File: src/rtl/mmio_port_responder.sv
// Memory-mapped responder: output port, synchronized input port with sticky change flag, timer with compare.
// Optional MMIO_IRQ_EN adds a registered irq output driven by the CTRL[3:2] mask over STATUS.
module mmio_port_responder #(
   parameter logic [31:0] BASE_ADDR = 32'h1001_0000,
   parameter int          IN_WIDTH  = 8
) (
   input  logic                clk,
   input  logic                reset,
   input  logic [31:0]         Address,
   input  logic [31:0]         WriteData,
   input  logic                MemWrite,
   input  logic                MemRead,
   output logic [31:0]         ReadData,
   output logic                Hit,
   input  logic [IN_WIDTH-1:0] PortIn,
   output logic [31:0]         PortOut
`ifdef MMIO_IRQ_EN
   ,
   output logic                irq
`endif
);

   typedef enum logic [2:0] {
      OFF_PORT_OUT  = 3'd0,
      OFF_PORT_IN   = 3'd1,
      OFF_STATUS    = 3'd2,
      OFF_TIMER_CNT = 3'd3,
      OFF_TIMER_CMP = 3'd4,
      OFF_CTRL      = 3'd5,
      OFF_RSVD6     = 3'd6,
      OFF_RSVD7     = 3'd7
   } reg_off_e;

`ifdef MMIO_IRQ_EN
   localparam int CTRL_W = 4;
`else
   localparam int CTRL_W = 2;
`endif

   logic [31:0]         r_port_out;
   logic [31:0]         r_timer_cnt;
   logic [31:0]         r_timer_cmp;
   logic [CTRL_W-1:0]   r_ctrl;
   logic [1:0]          r_status;
   logic [IN_WIDTH-1:0] r_sync1, r_sync2, r_prev;

   reg_off_e    w_off;
   logic        w_hit, w_wr, w_rd, w_clr;
   logic        w_chg_evt, w_match_evt;
   logic [1:0]  w_status_nxt;
   logic        w_unused;

   assign w_off    = reg_off_e'(Address[4:2]);
   assign w_hit    = (Address[31:5] == BASE_ADDR[31:5]);
   assign w_wr     = w_hit & MemWrite;
   assign w_rd     = w_hit & MemRead;
   assign w_unused = &{1'b0, Address[1:0]};

   assign w_chg_evt   = (r_sync2 != r_prev);
   assign w_match_evt = r_ctrl[0] && (r_timer_cnt == r_timer_cmp);

   // A set event on the clearing edge wins: clear first, then OR in the new events.
   assign w_clr        = w_rd && (w_off == OFF_STATUS);
   assign w_status_nxt = (r_status & ~{2{w_clr}}) | {w_match_evt, w_chg_evt};

   assign Hit     = w_hit;
   assign PortOut = r_port_out;

   // NOTE: sequential state uses non-blocking assignments so every flop samples pre-edge values.
   always_ff @(posedge clk or negedge reset) begin
      if (!reset) begin
         r_port_out  <= '0;
         r_timer_cnt <= '0;
         r_timer_cmp <= '1;
         r_ctrl      <= '0;
         r_status    <= '0;
         r_sync1     <= '0;
         r_sync2     <= '0;
         r_prev      <= '0;
      end else begin
         r_sync1  <= PortIn;
         r_sync2  <= r_sync1;
         r_prev   <= r_sync2;
         r_status <= w_status_nxt;

         if (w_wr && w_off == OFF_PORT_OUT)  r_port_out  <= WriteData;
         if (w_wr && w_off == OFF_TIMER_CMP) r_timer_cmp <= WriteData;
         if (w_wr && w_off == OFF_CTRL)      r_ctrl      <= WriteData[CTRL_W-1:0];

         if (w_wr && w_off == OFF_TIMER_CNT)
            r_timer_cnt <= WriteData;
         else if (r_ctrl[0]) begin
            if (w_match_evt && r_ctrl[1]) r_timer_cnt <= '0;
            else                          r_timer_cnt <= r_timer_cnt + 32'd1;
         end
      end
   end

`ifdef MMIO_IRQ_EN
   always_ff @(posedge clk or negedge reset) begin
      if (!reset) irq <= 1'b0;
      else        irq <= (r_status[0] & r_ctrl[2]) | (r_status[1] & r_ctrl[3]);
   end
`endif

   // NOTE: ReadData gets a default before the case so no path leaves it unassigned (no latch).
   always_comb begin
      ReadData = '0;
      if (w_rd) begin
         case (w_off)
            OFF_PORT_OUT:  ReadData = r_port_out;
            OFF_PORT_IN:   ReadData = 32'(r_sync2);
            OFF_STATUS:    ReadData = {30'd0, r_status};
            OFF_TIMER_CNT: ReadData = r_timer_cnt;
            OFF_TIMER_CMP: ReadData = r_timer_cmp;
            OFF_CTRL:      ReadData = 32'(r_ctrl);
            default:       ReadData = '0;
         endcase
      end
   end

endmodule

File: config.mk
export PLATFORM = sky130hd
export DESIGN_NAME = mmio_port_responder
export DESIGN_NICKNAME = d
export VERILOG_FILES = /design/src/rtl/mmio_port_responder.sv
export SDC_FILE = /design/constraint.sdc
export NUM_CORES = 1
export LEC_CHECK = 0
export CORE_UTILIZATION = 52
export DETAILED_ROUTE_END_ITERATION = 10
export GPL_ROUTABILITY_DRIVEN = 1
export MAX_ROUTING_LAYER = met4
export PLACE_DENSITY_LB_ADDON = 0.12
export SKIP_LAST_GASP = 1
export SLEW_MARGIN = 20
export SYNTH_ARGS = -nofsm -noshare
export SYNTH_HDL_FRONTEND = slang
export SYNTH_SLANG_ARGS = --single-unit
File: constraint.sdc
create_clock -name clk -period 3 [get_ports clk]
set_input_delay 0.3 -clock clk [delete_from_list [all_inputs] [get_ports clk]]
set_output_delay 0.3 -clock clk [all_outputs]
set_load 0.02 [all_outputs]
# Word level (Yosys, flattened, before mapping)
# Cells that the tools add are included.
totals:
  regBits: 124
  output_inout_bits: 65
  wordCells: 36
classes:
  add_sub_neg: 1
  n_eq_ne: 8
  n_mux: 5
  bitwise_logic: 5
  reduce_logical: 9
ops:
  columns: ["cell", "count"]
  rows:
  - ["$pmux W32 S6", 1]
  - ["$mux W32", 4]
  - ["$add A32 B1 Y32 const B", 1]
  - ["$eq A32 B32 Y1", 1]
  - ["$eq A27 B24 Y1 const B", 1]
  - ["$ne A8 B8 Y1", 1]
  - ["$logic_and A1 B1 Y1", 7]
  - ["$eq A3 B2 Y1 const B", 2]
  - ["$eq A3 B3 Y1 const B", 2]
  - ["$eq A3 B1 Y1 const B", 1]
  - ["$logic_not A3 Y1", 1]
  - ["$and A1 B1 Y1", 2]
  - ["$and A2 B2 Y2", 1]
  - ["$not A2 Y2", 1]
  - ["$or A2 B2 Y2", 1]
  - ["$reduce_bool A2 Y1", 1]

# Depth between registers and ports, before layout
depth:
  ltp_word: 6
  ltp_mapped: 10
  mapped_depth_nobuf: 8

# Worst setup path after synthesis
# Ideal clock, no wire load.
synth_timing:
  path_type: "input to output"
  startpoint: "input Address[18]"
  endpoint: "output ReadData[10]"
  arrival_time_ns: 2.307
  t_required_ns: 2.700
  slack_ns: 0.393
  stages: 8
  path_cell_list: "nor4b_1 > nand4_1 > nor2_1 > nand2_1 > clkbuf_1 > nor3_1 > nand2_1 > o21ai_0"
synth_via:
  elab_chain_cells: 3
synth_lines:
  columns: ["item", "line_no", "source"]
  rows:
  - ["start, declared", "9", "input logic [31:0] Address,"]
  - ["$eq A27 B24 Y1", "54", "assign w_hit = (Address[31:5] == BASE_ADDR[31:5]);"]
  - ["via Hit", "14", "output logic Hit,"]
  - ["$and A1 B1 Y1", "56", "assign w_rd = w_hit & MemRead;"]
  - ["$mux W32", "109", "if (w_rd) begin"]
  - ["end, declared", "13", "output logic [31:0] ReadData,"]
# The timed path passes the listed nets, and every way through them passes these cells.

# Worst setup path after layout
layout_timing:
  startpoint: "input Address[18]"
  endpoint: "output ReadData[27]"
layout_via:
  elab_chain_cells: 3
layout_lines:
  columns: ["item", "line_no"]
  rows:
  - ["$eq A27 B24 Y1", "54"]
  - ["$and A1 B1 Y1", "56"]
  - ["$mux W32", "109"]
# Every way passes these cells.

==> out/metrics.yaml <==
clk_latency_ps: 420
finalWirelength_mm: 20.1
final_cell_area_sq_um: 9130
hp-class: "primary input to flip-flop"
antenna_found_initial: 0
rsz0062_at_grt: "false"
worst_setup_path_start_kind: "primary input"
yosys_warnings: 0
synth_seq_area_share_pct: 46.4
utilization_pct: 72.0
routed_via_density: 5.90
critPathMaxStageDelay_ps: 610
final_hold_viol_count: 0
fin_crit_ps: 2900
ys_ff_latch: 124
mostFrequentLayoutCells: "clkdlybuf4s50_1 (114), dfrtp_1 (92), mux2_2 (85)"
dr_total_vias: 5890
min_period_over_period_pct: 96.5
dpl.hpwl_mm: 14.0
gp_congestion: 0.872
total_power_mw: 4.01
cts_buffers: 17
setup.worst_path.end_class: "output port"
clock-sinks: 124
ant_nets: 0
die_area_sq_um: 13500
fp.coreArea_sq_um: 12700
grt_pass1_wl_mm: 31.2
gr-total-overflow: 0
first_iter_violations: 428
tightestPinTransition_ps: 692
io_buffers: 138
path_buf_inv: 3
layout_commonest_cell: "clkdlybuf4s50_1"
grt_pass1_vias: 5827
rows: 41
die_h_microns: 116
fin_nets: 891
nFillCells: 941
synthDistinctLibCells: 53
syn_area_sq_um: 6770
dp_slack_ps: -121
grt_max_degree: 59
drive_above_1_share_pct: 24.2
routedWlPerCell_microns: 20.1
clk_pin_slew_ps: 60
syn_to_final_growth_pct: 34.9
post_cts_buffers: 0
leakage_nw: 4.10
arrival_ps: 2600
clockRootBuffer: "clkbuf_16"
cts_tree: "yes"
netlist_instances: 671
ir_worst_vdd_mv: 0.524
crit_required_ps: 2700
cts_buffer_depth: 2
worstPathCellList: "clkdlybuf4s50_1 > nor4b_2 > nand4_1 > nor2_1 > nand2_1 > a21o_1 > buf_12 > nor2_1 > clkdlybuf4s50_1"
final_max_slew_viol_count: 0
relSlewSlack_pct: 53.8
avgSynthCellArea_sq_um: 10.1
antenna_cells: 0
grtUsageTotal_pct: 32.2
critPathKind: "primary input to output port"
crit_path_max_fanout: 17
cpMaxStageDelayCell: "clkdlybuf4s50_1"
cpLargestDelayFamily: "buffers and inverters"
die_w_microns: 116
placed_area_sq_um: 8480
initial_core_util_pct: 53.4
regArea_sq_um: 3140
skew_ps: 7.14
dr.pass1.iters: 5
maxCapViolCount: 0
boundaryPins: 141
status: "completed"
worst_slack_ps: 104
syn_nets: 748
fmax_mhz: 345
drcViolationCount: 0
h-tree-depth: 4
power_density_nw_per_um2: 439
multi_input_area_sq_um: 3400
final-setup-viol-count: 0
kinds of logic (layout without fill, tap and decap cells):
family | after synthesis | after routing | synth area share [%]
xor gates and xnor gates | 39 | 39 | 5.05
DFF | 124 | 124 | 46.4
adders and majority gates | 1 | 1 | 0.185
and+or+nand+nor | 209 | 209 | 15.4
buffers and inverters | 60 | 216 | 3.64
AOI/OAI and AO/OA | 136 | 136 | 12.6
muxes | 102 | 102 | 16.7
metrics by stage:
step / TNS, ps / hold WS [ps] / cells
after floorplan: 0 / 4.41 / 671
after global placement: -349 / 308 / 966
after detailed placement: -605 / 312 / 966
after CTS: 0 / 294 / 999
after global routing: 0 / 298 / 999
final: 0 / 312 / 999
state kept, by name, summed over array words and instances (netlist names):
signal       count
r_timer_cmp     32
r_sync2          8
r_timer_cnt     32
r_status         2
PortOut         32
r_ctrl           2
r_sync1          8
r_prev           8
power breakdown:
group / total [mW] / switching (mW) / leakage (nW) / internal (mW)
Clock: 2.08 / 0.818 / 0.292 / 1.26
Sequential: 1.70 / 0.0107 / 1.48 / 1.69
Combinational: 0.230 / 0.110 / 2.33 / 0.120
cell usage after synthesis (all sizes together):
library cell | n | area, sq um
a211o | 2 | 17.5
a211oi | 1 | 12.5
a21o | 2 | 15.0
a21oi | 38 | 190
a221oi | 1 | 8.76
a22o | 1 | 8.76
a22oi | 19 | 143
a2bb2oi | 6 | 52.6
a31oi | 16 | 100
a41oi | 1 | 8.76
and2 | 2 | 12.5
and3 | 9 | 56.3
and4 | 3 | 26.3
buf | 17 | 83.8
clkbuf | 35 | 133
dfrtp | 92 | 2300
dfstp | 32 | 841
ha | 1 | 12.5
inv | 8 | 30.0
mux2 | 85 | 957
mux2i | 17 | 170
nand2 | 43 | 161
nand3 | 8 | 40.0
nand3b | 3 | 22.5
nand4 | 20 | 125
nand4b | 1 | 8.76
nor2 | 80 | 300
nor2b | 3 | 18.8
nor3 | 7 | 46.3
nor3b | 1 | 7.51
nor4 | 14 | 106
nor4b | 2 | 17.5
o2111ai | 1 | 8.76
o21a | 2 | 15.0
o21ai | 33 | 165
o221a | 1 | 11.3
o2bb2ai | 1 | 8.76
o311ai | 1 | 8.76
o31ai | 10 | 80.1
or2 | 1 | 6.26
or3 | 7 | 43.8
or4 | 5 | 41.3
xnor2 | 19 | 166
xor2 | 20 | 175
worst register-to-register path: stages, from the launching register on:
cell and delay (ps):
dfrtp_1 480, xnor2_1 380, o2111ai_1 220, or4_4 590, nor3_4 410, buf_4 270, nor2_1 80, a211oi_2 220
a21oi_1 100
worst paths after layout:
path	start	to	slack [ps]	depth (start not counted)
setup / recovery	Address[18]	ReadData[27]	100	9
hold / removal	PortIn[6]	r_sync1[6]	310	1
max in group asynchronous	reset	r_timer_cmp[18]	1770	3
hold reg to reg	r_sync1[4]	r_sync2[4]	350	0
min in group asynchronous	reset	r_prev[2]	410	2
setup reg to reg	r_timer_cnt[3]	r_timer_cnt[15]	130	8
final cells by class:
| cell class | count | area share [%] |
|---|---|---|
| timing repair buffer | 176 | 19.1 |
| clock buffer | 18 | 4.81 |
| multi-input combinational | 487 | 37.3 |
| inverter | 8 | 0.329 |
| sequential | 124 | 34.4 |
| clock inverter | 14 | 1.75 |
| tap | 172 | 2.36 |
layer usage:
layer | share of wire [%] | global-route usage, %
met1 | 45 | 42.2
met2 | 48 | 50.3
met3 | 6.1 | 7.32
met4 | 1.5 | 8.97
met5 | 0 | -
what timing repair did:
item	CTS	global route
endpoints found under the setup margin	10	21
hold endpoints to repair	29	0
hold buffers	1	0
resized for setup	8	17
Note: power is estimated with default switching activity, not from simulation.
==> edit, RTL diff (config.mk and constraints unchanged) <==
Register the inputs `Address`, `WriteData`, `MemWrite`, `MemRead` and `PortIn` before use. The logic sees them one clock later.
--- a/src/rtl/mmio_port_responder.sv
+++ b/src/rtl/mmio_port_responder.sv
@@ -31,6 +31,20 @@
       OFF_RSVD7     = 3'd7
    } reg_off_e;
 
+   logic [31:0] Address_q;
+   logic [31:0] WriteData_q;
+   logic MemWrite_q;
+   logic MemRead_q;
+   logic [IN_WIDTH-1:0] PortIn_q;
+
+   always_ff @(posedge clk) begin
+      Address_q   <= Address;
+      WriteData_q <= WriteData;
+      MemWrite_q  <= MemWrite;
+      MemRead_q   <= MemRead;
+      PortIn_q    <= PortIn;
+   end
+
 `ifdef MMIO_IRQ_EN
    localparam int CTRL_W = 4;
 `else
@@ -50,11 +64,11 @@
    logic [1:0]  w_status_nxt;
    logic        w_unused;
 
-   assign w_off    = reg_off_e'(Address[4:2]);
-   assign w_hit    = (Address[31:5] == BASE_ADDR[31:5]);
-   assign w_wr     = w_hit & MemWrite;
-   assign w_rd     = w_hit & MemRead;
-   assign w_unused = &{1'b0, Address[1:0]};
+   assign w_off    = reg_off_e'(Address_q[4:2]);
+   assign w_hit    = (Address_q[31:5] == BASE_ADDR[31:5]);
+   assign w_wr     = w_hit & MemWrite_q;
+   assign w_rd     = w_hit & MemRead_q;
+   assign w_unused = &{1'b0, Address_q[1:0]};
 
    assign w_chg_evt   = (r_sync2 != r_prev);
    assign w_match_evt = r_ctrl[0] && (r_timer_cnt == r_timer_cmp);
@@ -78,17 +92,17 @@
          r_sync2     <= '0;
          r_prev      <= '0;
       end else begin
-         r_sync1  <= PortIn;
+         r_sync1  <= PortIn_q;
          r_sync2  <= r_sync1;
          r_prev   <= r_sync2;
          r_status <= w_status_nxt;
 
-         if (w_wr && w_off == OFF_PORT_OUT)  r_port_out  <= WriteData;
-         if (w_wr && w_off == OFF_TIMER_CMP) r_timer_cmp <= WriteData;
-         if (w_wr && w_off == OFF_CTRL)      r_ctrl      <= WriteData[CTRL_W-1:0];
+         if (w_wr && w_off == OFF_PORT_OUT)  r_port_out  <= WriteData_q;
+         if (w_wr && w_off == OFF_TIMER_CMP) r_timer_cmp <= WriteData_q;
+         if (w_wr && w_off == OFF_CTRL)      r_ctrl      <= WriteData_q[CTRL_W-1:0];
 
          if (w_wr && w_off == OFF_TIMER_CNT)
-            r_timer_cnt <= WriteData;
+            r_timer_cnt <= WriteData_q;
          else if (r_ctrl[0]) begin
             if (w_match_evt && r_ctrl[1]) r_timer_cnt <= '0;
             else                          r_timer_cnt <= r_timer_cnt + 32'd1;
Formal check against the unedited RTL: not equivalent (a bounded check fails within 4 cycles, from zero or initial values and one cycle with reset low).
==> edit against the original RTL <==
  * Die area rose by 23%
  * Sequential share of layout area rose by 9.0 points
  * Largest power group is now registers
  * Sequential cell count rose by 72
  * Design area rose by 16%
  * Total power rose by 31%
  * Combinational power fell by 10%
  * Clock skew rose by 3.8 ps
  * Synthesized area rose by 23%
  * Core utilization fell by 3.5 points
  * Setup slack improved by 68 ps
  * Routed wire length rose by 0.42%
==> edit: results (changes against the original RTL) <==
| Metric | Value |
|---|---|
| Distinct cell type count after synthesis | 60 (+13%) |
| Top cells by area in the synthesized netlist | dfrtp_1 28%, dfxtp_1 17%, mux2_2 13% |
| Leakage power | 4.68 nW (+14%) |
| Worst reg2reg startpoint | r_timer_cmp[7]$_DFFE_PN1P_ |
| Number of nets in the synthesized netlist | 813 (+8.7%) |
| Sequential fraction of the synthesis area | 55.0% (+8.6 points) |
| Detail Placement HPWL | 14100 um (+0.62%) |
| Wire length of the first global-routing pass | 32700 um (+5.0%) |
| Post-Synth XOR/XNOR Area | 4.10% (-0.95 points) |
| Worst Setup SP | Address_q[14]$_DFF_P_ |
| Top post-synthesis cells by count | 96 x mux2_2, 92 x dfrtp_1, 83 x nor2_1 |
| Post-Route Skew | 10.9 ps (+3.77 ps) |
| Asr flop ratio synth | 63.3% (-37 points) |
| DR pass1 iterations | 6 (+1) |
| Total cell area at the placement stage | 9980 um^2 (+18%) |
| Critical path's largest stage delay | 390 ps (-220 ps) |
| Met2 Wirelength | 9720 um (+1.6%) |
| Terminus of the critical flop-to-flop path | r_timer_cnt[13]$_DFFE_PN0P_ |
| Library cell contributing the largest single delay on the critical path | dlygate4sd2_1 |
| Capture endpoint of the worst hold path | WriteData_q[12]$_DFF_P_ |
| Run status | complete, no violations |
| Number of global-route vias before repair | 6465 (+11%) |
| Clock slew seen by the registers of the worst setup and hold paths | 80 ps (+20 ps) |
| Synthesized area per cell | 11.3 um^2 (+12%) |
| Arithmetic-cell share of the synthesized area counting full adders, half adders and majority gates | 0.150% (-0.035 points) |
| Mux share of post-synthesis cell area | 13.5% (-3.2 points) |
| Startpoint type of the worst setup path | flip-flop |
| Global router's overall resource usage | 26.8% (-5.4 points) |
| Net count reported at finish | 949 (+6.5%) |
| Clock Latency Late Sink | 440 ps (+20 ps) |
| Final RePlAce weighted congestion | 0.903 (+3.5%) |
| Critical path fanouts, max | 9 (-8) |
| Worst-case register-to-register setup slack | 280 ps (+150 ps) |
| Sum of routed wire segments on met1 | 8800 um (-2.2%) |
==> edit: cell type report <==
cell class / instances / area, um^2
well taps: 211 / 264
multi-input cells: 479 / 3470
fillers: 1193 / 4860
inverters: 7 / 26.3
repair buffers: 171 / 1620
clock inverters: 14 / 178
clock buffers: 18 / 429
flip-flops and latches: 196 / 4590
==> edit: through the flow <==
step                total power [mW]  hold slack, ps  worst slack, ps
CTS                             5.30             272             68.9
global placement                2.99             318              292
detailed placement              3.00             320              272
floorplan                       2.83            4.41              691
global route                    5.42             278            -20.1
finish                          5.25             290              171
==> edit: report_power, final <==
part           leakage (nW)  switching (mW)  internal (mW)  total [mW]
registers              2.16          0.0414           2.70        2.74
logic                  2.23          0.0887          0.117       0.206
clock network         0.295            1.16           1.15        2.31
total                  4.68            1.29           3.96        5.25
==> edit: metal layers <==
layer | vias to the layer above | GRT usage (%)
met5 | - | -
met4 | 0 | 11.8
met3 | 42 | 5.65
met2 | 220 | 42.4
met1 | 3027 | 33.3
li1 | 2913 | -
